$ cat config.mk
export PLATFORM = sky130hd
export DESIGN_NAME = shift_ctrl_flat
export DESIGN_NICKNAME = d
export VERILOG_FILES = /design/src/rtl/shift_ctrl_pkg.sv /design/src/rtl/shift_ctrl_if.sv /design/src/rtl/shift_ctrl_step.sv /design/src/rtl/shift_ctrl.sv /design/src/flat_wrapper.sv
export SDC_FILE = /design/constraint.sdc
export NUM_CORES = 1
export LEC_CHECK = 0
export CORE_AREA = 3 3 99 101
export CTS_CLUSTER_SIZE = 25
export DETAILED_ROUTE_END_ITERATION = 6
export DIE_AREA = 0 0 102 104
export PLACE_DENSITY = 0.85
export SYNTH_ARGS = -nofsm -noshare
export SYNTH_HDL_FRONTEND = slang
export SYNTH_SLANG_ARGS = --single-unit
$ cat constraint.sdc
create_clock -name clk -period 4 [get_ports clk]
set_input_delay 0.4 -clock clk [delete_from_list [all_inputs] [get_ports clk]]
set_output_delay 0.4 -clock clk [all_outputs]
set_load 0.03 [all_outputs]
$ cat src/rtl/shift_ctrl_pkg.sv
// Shared types and constants for the multi-cycle shift controller.
// Optional feature macro: SHIFT_CTRL_COARSE16_EN adds a 16-bit step state (C16).
package shift_ctrl_pkg;

    localparam int WIDTH   = 32;
    localparam int SHAMT_W = 5;

    typedef enum logic [1:0] {
        OP_SLL = 2'b00,
        OP_SRL = 2'b01,
        OP_SRA = 2'b10,
        OP_RSV = 2'b11
    } op_t;

    typedef enum logic [1:0] {
        STEP1  = 2'd0,
        STEP4  = 2'd1,
        STEP16 = 2'd2
    } step_t;

    typedef enum logic [2:0] {
        IDLE,
`ifdef SHIFT_CTRL_COARSE16_EN
        C16,
`endif
        COARSE,
        FINE,
        DONE
    } state_t;

    // Largest step that still fits in the remaining amount; DONE once nothing is left.
    function automatic state_t pick_state(input logic [SHAMT_W-1:0] r);
`ifdef SHIFT_CTRL_COARSE16_EN
        if (r >= SHAMT_W'(16)) return C16;
`endif
        if (r >= SHAMT_W'(4)) return COARSE;
        if (r != '0) return FINE;
        return DONE;
    endfunction

endpackage

$ cat src/rtl/shift_ctrl_if.sv
// Request/response bundle between the main control FSM and the shift controller.
interface shift_ctrl_if;
    import shift_ctrl_pkg::*;

    logic               start_i;
    logic [1:0]         op_i;
    logic [SHAMT_W-1:0] shamt_i;
    logic [WIDTH-1:0]   data_i;
    logic               flush_i;
    logic               busy_o;
    logic               done_o;
    logic [WIDTH-1:0]   result_o;

    modport master (
        output start_i, op_i, shamt_i, data_i, flush_i,
        input  busy_o, done_o, result_o
    );

    modport slave (
        input  start_i, op_i, shamt_i, data_i, flush_i,
        output busy_o, done_o, result_o
    );

endinterface

$ cat src/rtl/shift_ctrl_step.sv
// Fixed-step shifter: one shift of 1, 4 or 16 positions for SLL/SRL/SRA.
// Each step size is a constant shift, so no general barrel shifter is built.
module shift_step
    import shift_ctrl_pkg::*;
(
    input  logic [WIDTH-1:0] acc,
    input  logic [1:0]       op,
    input  step_t            step,
    output logic [WIDTH-1:0] shifted
);

    function automatic logic [WIDTH-1:0] shift_const(input logic [WIDTH-1:0] a,
                                                     input logic [1:0] o,
                                                     input int n);
        case (o)
            OP_SLL:  return a << n;
            OP_SRL:  return a >> n;
            OP_SRA:  return $signed(a) >>> n;
            default: return a;
        endcase
    endfunction

    // Select the constant-distance shift for the requested step size.
    always_comb begin
        shifted = acc;
        case (step)
            STEP1:   shifted = shift_const(acc, op, 1);
            STEP4:   shifted = shift_const(acc, op, 4);
            STEP16:  shifted = shift_const(acc, op, 16);
            default: shifted = acc;
        endcase
    end

endmodule

$ cat src/rtl/shift_ctrl.sv
// Multi-cycle shift controller: iterates shift_step to execute SLL/SRL/SRA.
// Optional feature macro: SHIFT_CTRL_COARSE16_EN (adds C16 state, shorter latency).
module shift_ctrl
    import shift_ctrl_pkg::*;
(
    input  logic         clk,
    input  logic         reset_n,
    shift_ctrl_if.slave  bus
);

    state_t             state, next_state;
    logic [WIDTH-1:0]   acc, acc_d, res_q, step_out;
    logic [SHAMT_W-1:0] rem, rem_d;
    logic [1:0]         op_q, op_d;
    step_t              step_sel;

    shift_step u_step (
        .acc     (acc),
        .op      (op_q),
        .step    (step_sel),
        .shifted (step_out)
    );

    // Next-state and datapath update; flush overrides everything including a new start.
    always_comb begin
        next_state = state;
        acc_d      = acc;
        rem_d      = rem;
        op_d       = op_q;
        step_sel   = STEP1;
        case (state)
            IDLE: begin
                if (bus.start_i) begin
                    acc_d      = bus.data_i;
                    op_d       = bus.op_i;
                    rem_d      = (bus.op_i == OP_RSV) ? '0 : bus.shamt_i;
                    next_state = pick_state(rem_d);
                end
            end
`ifdef SHIFT_CTRL_COARSE16_EN
            C16: begin
                step_sel   = STEP16;
                acc_d      = step_out;
                rem_d      = rem - SHAMT_W'(16);
                next_state = pick_state(rem_d);
            end
`endif
            COARSE: begin
                step_sel   = STEP4;
                acc_d      = step_out;
                rem_d      = rem - SHAMT_W'(4);
                next_state = pick_state(rem_d);
            end
            FINE: begin
                step_sel   = STEP1;
                acc_d      = step_out;
                rem_d      = rem - SHAMT_W'(1);
                next_state = pick_state(rem_d);
            end
            DONE: begin
                next_state = IDLE;
            end
            default: begin
                next_state = IDLE;
            end
        endcase
        if (bus.flush_i) begin
            next_state = IDLE;
            acc_d      = acc;
            rem_d      = rem;
            op_d       = op_q;
        end
    end

    // State and datapath registers; the result is latched as the FSM enters DONE.
    always_ff @(posedge clk or negedge reset_n) begin
        if (!reset_n) begin
            state <= IDLE;
            acc   <= '0;
            rem   <= '0;
            op_q  <= OP_SLL;
            res_q <= '0;
        end else begin
            state <= next_state;
            acc   <= acc_d;
            rem   <= rem_d;
            op_q  <= op_d;
            if (next_state == DONE) res_q <= acc_d;
        end
    end

    assign bus.busy_o   = (state != IDLE);
    assign bus.done_o   = (state == DONE);
    assign bus.result_o = res_q;

endmodule

$ cat src/flat_wrapper.sv
// flat-port wrapper written by rule: the top's interface ports become plain ports
module shift_ctrl_flat import shift_ctrl_pkg::*;
  (clk, reset_n, bus_start_i, bus_op_i, bus_shamt_i, bus_data_i, bus_flush_i, bus_busy_o, bus_done_o, bus_result_o);
  shift_ctrl_if bus_i ();
  input  logic clk;
  input  logic reset_n;
  input wire logic [$bits(bus_i.start_i)-1:0] bus_start_i;
  input wire logic [$bits(bus_i.op_i)-1:0] bus_op_i;
  input wire logic [$bits(bus_i.shamt_i)-1:0] bus_shamt_i;
  input wire logic [$bits(bus_i.data_i)-1:0] bus_data_i;
  input wire logic [$bits(bus_i.flush_i)-1:0] bus_flush_i;
  output wire logic [$bits(bus_i.busy_o)-1:0] bus_busy_o;
  output wire logic [$bits(bus_i.done_o)-1:0] bus_done_o;
  output wire logic [$bits(bus_i.result_o)-1:0] bus_result_o;
  assign bus_i.start_i = bus_start_i;
  assign bus_i.op_i = bus_op_i;
  assign bus_i.shamt_i = bus_shamt_i;
  assign bus_i.data_i = bus_data_i;
  assign bus_i.flush_i = bus_flush_i;
  assign bus_busy_o = bus_i.busy_o;
  assign bus_done_o = bus_i.done_o;
  assign bus_result_o = bus_i.result_o;
  shift_ctrl u_core (.clk(clk), .reset_n(reset_n), .bus(bus_i));
endmodule
==> impl_metrics.env, run 1 <==
export IMPL_peakVddDrop_mv=0.2760
export IMPL_grt_max_degree=41
export IMPL_path_max_fanout=33
export IMPL_clock_skew_ps=13.47
export IMPL_wirelength_mm=14.36
export IMPL_postRouteAntennaNets=0
export IMPL_die_w_um=102
export IMPL_ys_types=59
export IMPL_start_util_pct=55.45
export IMPL_ys_warnings_count=0
export IMPL_drive_gt1_share_pct=9.408
export IMPL_outcome="completed"
export IMPL_io_pins=77
export IMPL_slew_headroom_pct=26.53
export IMPL_synth_area_per_cell_um2=8.308
export IMPL_clock_sinks=74
export IMPL_fill_cells=741
export IMPL_powerDensity_mw_per_mm2=460.2
export IMPL_async_flop_share_pct=100.0
export IMPL_tns_ps=0
export IMPL_ys_seq_area_share_pct=36.66
export IMPL_h_tree_depth=3
export IMPL_post_route_period_util_pct=73.33
export IMPL_hold_class="in -> async"
export IMPL_synth_top_cell_area_share_pct=36.66
export IMPL_antenna_cells=0
export IMPL_rsz0062_at_grt="no"
export IMPL_fin_ws_ps=1067
export IMPL_antenna_found_initial=0
export IMPL_period_minus_slack_ps=2933
export IMPL_nets=703
export IMPL_gp_congestion=0.9327
export IMPL_grt_pass1_wl_mm=24.04
export IMPL_synth_area_leader_cell="dfrtp_1"
export IMPL_p_leak_uw=0.002446
export IMPL_synthTopCellsByArea="dfrtp_1 (37%), o21ai_0 (6.2%), a21oi_1 (5.8%), mux2i_1 (5.4%), nor2_1 (4.7%)"
export IMPL_synth_edf_count=0
export IMPL_core_area_mm2=0.009109
export IMPL_fmax_mhz=340.9
export IMPL_worstSetupPathType="reg -> reg"
export IMPL_start_kind="flop"
export IMPL_ys_flop_type="dfrtp_1"
export IMPL_maxCapViolations=0
export IMPL_vias=4995
export IMPL_cts_clk_slew_worst_paths_ps=90
export IMPL_pre_cts_ws_ps=1110
export IMPL_cts_setup_buffers=0
export IMPL_endpoint_kind="flop"
export IMPL_synth_area_mm2=0.005051
export IMPL_worst_ep_arrival_time_ps=3170
export IMPL_clk_latency_ps=360
export IMPL_syn_nets=657
export IMPL_rows=35
export IMPL_drt_iter0_markers=560
export IMPL_area_delta_synth_final_pct=19.72
export IMPL_die_area_mm2=0.01061
export IMPL_cts_hold_buf=0
export IMPL_clk_path_buf_depth=2
export IMPL_drc=0
export IMPL_worstPathRequired_ps=4240
export IMPL_numCtsBuffers=9
export IMPL_synthCells=608
export IMPL_grt_pass1_vias=4773
export IMPL_port_buffers=76
export IMPL_dp_hpwl_mm=9.934
export IMPL_routed_via_density=6.487
export IMPL_hold_viol_final=0
export IMPL_cts_resized=0
export IMPL_cts_root_buffer="clkbuf_8"
export IMPL_drv_slew=0
export IMPL_worst_slew_pin_slew_ps=1093
export IMPL_gr_total_overflow=0
export IMPL_dieHeight_um=104
export IMPL_synth_seq_cells=74
export IMPL_grt_usage_pct=27.80
export IMPL_wire_per_inst_um=18.65
export IMPL_firstDrtPassIters=5
export IMPL_cts_tree="yes"
export IMPL_finalSetupViolCount=0
[routing by layer]
metal  global-route usage [%]  share of wire [%]
met5                        0                  0
met4                    10.78                2.9
met3                    4.292                7.3
met2                    42.11                 47
met1                    39.69                 43
[worst max-delay path: stages, from the launching register on]
cell,delay (ps)
dfrtp_1,490
or3b_1,820
a41oi_1,330
a21oi_1,110
a221oi_4,320
buf_4,360
mux2_2,370
[cell families after synthesis]
group / after synthesis / synth area share, %
AO/OA/AOI/OAI: 245 / 30.64
multiplexers: 50 / 10.78
buffers and inverters: 64 / 5.549
adder cells (fa/ha/maj): 6 / 1.486
flip-flops: 74 / 36.66
XOR/XNOR: 2 / 0.3469
AND/OR/NAND/NOR: 166 / 14.47
other: 1 / 0.07424
[registers in the layout (all words and copies together) (netlist names)]
register             count
u_core.acc              32
u_core.bus.result_o     32
u_core.rem               5
u_core.state             3
u_core.op_q              2
[worst paths after layout]
kind                       cells after the start                                  end  slack [ps]                                 from
max                                            6   u_core.bus.result_o[5]$_DFFE_PN0N_        1070            u_core.state[1]$_DFF_PN0_
min                                            1             u_core.acc[20]$_DFF_PN0_         160                              reset_n
max reg2reg                                    6   u_core.bus.result_o[5]$_DFFE_PN0N_        1070            u_core.state[1]$_DFF_PN0_
min reg2reg                                    1  u_core.bus.result_o[31]$_DFFE_PN0N_         500  u_core.bus.result_o[31]$_DFFE_PN0N_
max in group asynchronous                      2           u_core.op_q[0]$_DFFE_PN0P_        2810                              reset_n
min in group clk                               1  u_core.bus.result_o[31]$_DFFE_PN0N_         500  u_core.bus.result_o[31]$_DFFE_PN0N_
[final cells by class]
cell class                 count  area (um^2)  share of cell area, %
inverter                       7        26.28                 0.4345
timing repair buffer          92        875.8                  14.48
sequential                    74         1853                  30.64
multi-input combinational    470         2935                  48.54
clock buffer                   9        123.9                  2.048
clock inverter                 7        93.84                  1.552
tap                          111        138.9                  2.297
[cells in the final DEF (no fill, tap or decap), drive strengths merged, types with 2 or more instances in the layout]
master / netlist / final
o221ai: 12 / 12
clkinv: 0 / 3
o22ai: 8 / 8
a211o: 2 / 2
a221o: 5 / 5
a22oi: 3 / 3
clkinvlp: 0 / 2
o32a: 3 / 3
o21ai: 69 / 69
nand3: 5 / 5
o22a: 4 / 4
nand2: 60 / 60
clkbuf: 35 / 9
a22o: 4 / 4
xnor2: 2 / 2
or2: 2 / 2
o21bai: 2 / 2
bufinv: 0 / 2
a211oi: 19 / 19
a31oi: 32 / 32
mux2: 23 / 23
clkdlybuf4s50: 0 / 75
nor2b: 5 / 5
ha: 6 / 6
a21oi: 59 / 59
inv: 7 / 7
o21a: 2 / 2
nand2b: 11 / 11
a221oi: 6 / 6
buf: 22 / 17
a31o: 2 / 2
o211ai: 2 / 2
mux2i: 27 / 27
o31ai: 2 / 2
nor3: 6 / 6
nor2: 63 / 63
dfrtp: 74 / 74
and2: 7 / 7
a21o: 2 / 2
[cells in the mapped netlist (5+ instances only)]
| master | n |
|---|---|
| dfrtp_1 | 74 |
| nor2_1 | 63 |
| o21ai_0 | 63 |
| nand2_1 | 60 |
| a21oi_1 | 59 |
| clkbuf_1 | 35 |
| a31oi_1 | 32 |
| mux2i_1 | 27 |
| a211oi_1 | 19 |
| mux2_2 | 18 |
| o221ai_1 | 12 |
| nand2b_1 | 11 |
| buf_1 | 10 |
| o22ai_1 | 8 |
| and2_1 | 7 |
| inv_1 | 7 |
| ha_1 | 6 |
| nor3_1 | 6 |
| o21ai_1 | 6 |
| a221o_1 | 5 |
| buf_2 | 5 |
| buf_4 | 5 |
| nand3_1 | 5 |
| nor2b_1 | 5 |
[per-stage QoR]
stage / instance area [um^2] / hold slack (ps) / utilization [%] / total power [uW] / cells
detailed placement: 5829 / 491.9 / 64.00 / 2125 / 754
global route: 6047 / 205.1 / 66.39 / 2945 / 770
finish: 6047 / 161.5 / 66.39 / 2783 / 770
global placement: 5829 / 477.0 / 64.00 / 2098 / 754
floorplan: 5051 / 104.4 / - / 1754 / 608
CTS: 6047 / 180.8 / 66.39 / 2773 / 770
[power by group]
group	internal (uW)	switching [uW]	total, uW
clock network	350	301	651
registers	881	201	1080
logic	467	583	1050
total	1700	1080	2780
Power figures use the tool's default switching activity.
==> run 2, diff against run 1 <==
- CORE_AREA: 3 3 99 101 -> 3 3 100 102
- DIE_AREA: 0 0 102 104 -> 0 0 103 105
- PLACE_DENSITY: 0.85 -> 0.83
- clock period: 4 -> 3.1 ns (I/O delays scaled with it)
==> run 2 against run 1 <==
Effect of this change: clock power is 35% higher; final area is 0.58% higher; register-to-register slack worse by 700 ps; worst hold slack worse by 66 ps; die area is 2.0% higher; cell count is 0.39% higher; critical endpoint unchanged; sequential share of layout area is 0.18 points lower; global-route usage is 0.54 points higher.
==> impl_metrics.env, run 2 (synthesized netlist as in run 1, its figures left out) <==
export IMPL_fin_ws_ps=367.9
export IMPL_multiInputGateArea_mm2=0.002935
export IMPL_fmax_mhz=366.0
export IMPL_clk_path_buf_depth=2
export IMPL_finalSetupViolCount=0
export IMPL_seqCellArea_mm2=0.001853
export IMPL_worstSetupPathType="reg -> reg"
export IMPL_powerDensity_mw_per_mm2=599.1
export IMPL_worst_slew_pin_slew_ps=953.8
export IMPL_swShare_pct=39.11
export IMPL_port_buffers=76
export IMPL_die_w_um=103
export IMPL_cts_resized=0
export IMPL_period_minus_slack_ps=2732
export IMPL_drc=0
export IMPL_tns_ps=0
export IMPL_cts_tree="yes"
export IMPL_rrSetupSlack_ps=370
export IMPL_gp_congestion=0.9232
export IMPL_critical_path_cell_chain="inv_1 > ha_1 > xnor2_1 > a31o_2 > a31o_1 > a221oi_4 > buf_4 > mux2_2"
export IMPL_core_area_mm2=0.009196
export IMPL_p_sw_uw=1425
export IMPL_fill_cells=766
export IMPL_wirelength_mm=15.04
export IMPL_fin_area_mm2=0.006082
export IMPL_pwr_share_comb_pct=37.9
export IMPL_slowest_delay_ps=490
export IMPL_layout_commonest_cell="clkdlybuf4s50_1"
export IMPL_vias=5031
export IMPL_hold_class="in -> async"
export IMPL_dp_hpwl_mm=10.35
export IMPL_start_util_pct=54.93
export IMPL_area_delta_synth_final_pct=20.41
export IMPL_nets=706
export IMPL_rr_worst_depth=8
export IMPL_rsz0062_at_grt="no"
export IMPL_grt_max_degree=75
export IMPL_die_area_mm2=0.01082
export IMPL_wire_per_inst_um=19.45
export IMPL_endpoint_kind="flop"
export IMPL_antenna_cells=0
export IMPL_cts_hold_buf=0
export IMPL_p_clk_share_pct=24.0
export IMPL_outcome="completed"
export IMPL_cts_setup_buffers=0
export IMPL_postRouteAntennaNets=0
export IMPL_routed_via_density=6.508
export IMPL_final_cell_mix="clkdlybuf4s50_1 (75), dfrtp_1 (73), nor2_1 (63), o21ai_0 (63), nand2_1 (60)"
export IMPL_numCtsBuffers=9
export IMPL_path_max_fanout=33
export IMPL_grt_pass1_vias=4819
export IMPL_reg2reg_from="u_core.rem[2]$_DFFE_PN0P_"
export IMPL_hold_viol_final=0
export IMPL_seqPwrFrac_pct=38.0
export IMPL_peakVddDrop_mv=0.3109
export IMPL_worst_hold_slack_ps=95.90
export IMPL_dpl_cell_area_mm2=0.005854
export IMPL_crit_path_start="u_core.rem[2]$_DFFE_PN0P_"
export IMPL_r2r_end="u_core.bus.result_o[5]$_DFFE_PN0N_"
export IMPL_p_leak_uw=0.002467
export IMPL_worst_ep_arrival_time_ps=2990
export IMPL_fin_util_pct=66.14
export IMPL_io_pins=77
export IMPL_drive_gt1_share_pct=9.819
export IMPL_clk_latency_ps=360
export IMPL_drt_iter0_markers=394
export IMPL_cts_root_buffer="clkbuf_8"
export IMPL_post_route_period_util_pct=88.13
export IMPL_firstDrtPassIters=5
export IMPL_h_tree_depth=3
export IMPL_gr_total_overflow=0
export IMPL_grt_usage_pct=28.34
export IMPL_start_kind="flop"
export IMPL_p_int_uw=2219
export IMPL_grt_pass1_wl_mm=24.59
export IMPL_antenna_found_initial=0
export IMPL_dieHeight_um=105
export IMPL_clock_sinks=74
export IMPL_slew_headroom_pct=36.41
export IMPL_clock_skew_ps=8.235
export IMPL_drv_slew=0
export IMPL_cp_slowest_cell="dfrtp_1"
export IMPL_pre_cts_ws_ps=430.9
export IMPL_rows=35
export IMPL_worstPathRequired_ps=3360
export IMPL_cts_clk_slew_worst_paths_ps=90
export IMPL_maxCapViolations=0
==> run 2: cell types whose count changed in the layout (fill, tap and decap cells not counted) <==
cell	change
clkinv_2	-1
clkinvlp_4	-1
clkinv_4	+1
clkbuf_8	+1
buf_4	+4
buf_2	-1
==> run 2: area by class of cell <==
type                            instances  area share (%)
Clock buffer                           10           2.263
Clock inverter                          6           1.481
Inverter                                7          0.4320
Multi-Input combinational cell        470           48.26
Sequential cell                        74           30.47
Tap cell                              111           2.283
Timing Repair Buffer                   95           14.81
==> run 2: through the flow <==
step / cells / total power (uW)
floorplan: 608 / 2263
global placement: 757 / 2719
detailed placement: 757 / 2756
CTS: 773 / 3634
global route: 773 / 3827
finish: 773 / 3644
==> run 2: how the worst max path moves through the flow <==
stage                                         end  depth (start not counted)  slack, ps
3_3_place_gp   u_core.bus.result_o[5]$_DFFE_PN0N_                          8        470
5_1_grt        u_core.bus.result_o[5]$_DFFE_PN0N_                          8        190
6_report       u_core.bus.result_o[5]$_DFFE_PN0N_                          8        370
2_1_floorplan  u_core.bus.result_o[5]$_DFFE_PN0N_                          8        780
3_5_place_dp   u_core.bus.result_o[5]$_DFFE_PN0N_                          8        430
4_1_cts        u_core.bus.result_o[5]$_DFFE_PN0N_                          8        380
==> run 2: worst max-delay path, delay by kind of cell, from the launching register on <==
family                   cells  cell delay [ps]
adder cells (fa/ha/maj)      1              260
multiplexers                 1              380
XOR/XNOR                     1              180
flip-flops                   1              490
buffers and inverters        2              470
AO/OA/AOI/OAI                3              850
==> run 2: power by group through the flow <==
stage | Combinational (uW) | Clock (uW) | Sequential, uW
after detailed placement | 1360 | 0 | 1390
after CTS | 1370 | 885 | 1380
final | 1380 | 876 | 1390
after global placement | 1340 | 0 | 1380
after floorplan | 799 | 0 | 1460
after global routing | 1500 | 914 | 1410
==> run 2: metal layers <==
layer	share of wire [%]	GRT usage [%]	wire, um
met2	47	44.55	7130
met4	2.4	8.881	356
met5	0	0	0
met1	43	39.71	6526
met3	6.8	4.539	1024
==> run 3, diff against run 2 <==
- ABC_CLOCK_PERIOD_IN_PS: not set -> 3100
==> results of run 3 <==
Same layout as run 2: the final DEF is identical, and so are final timing and power.
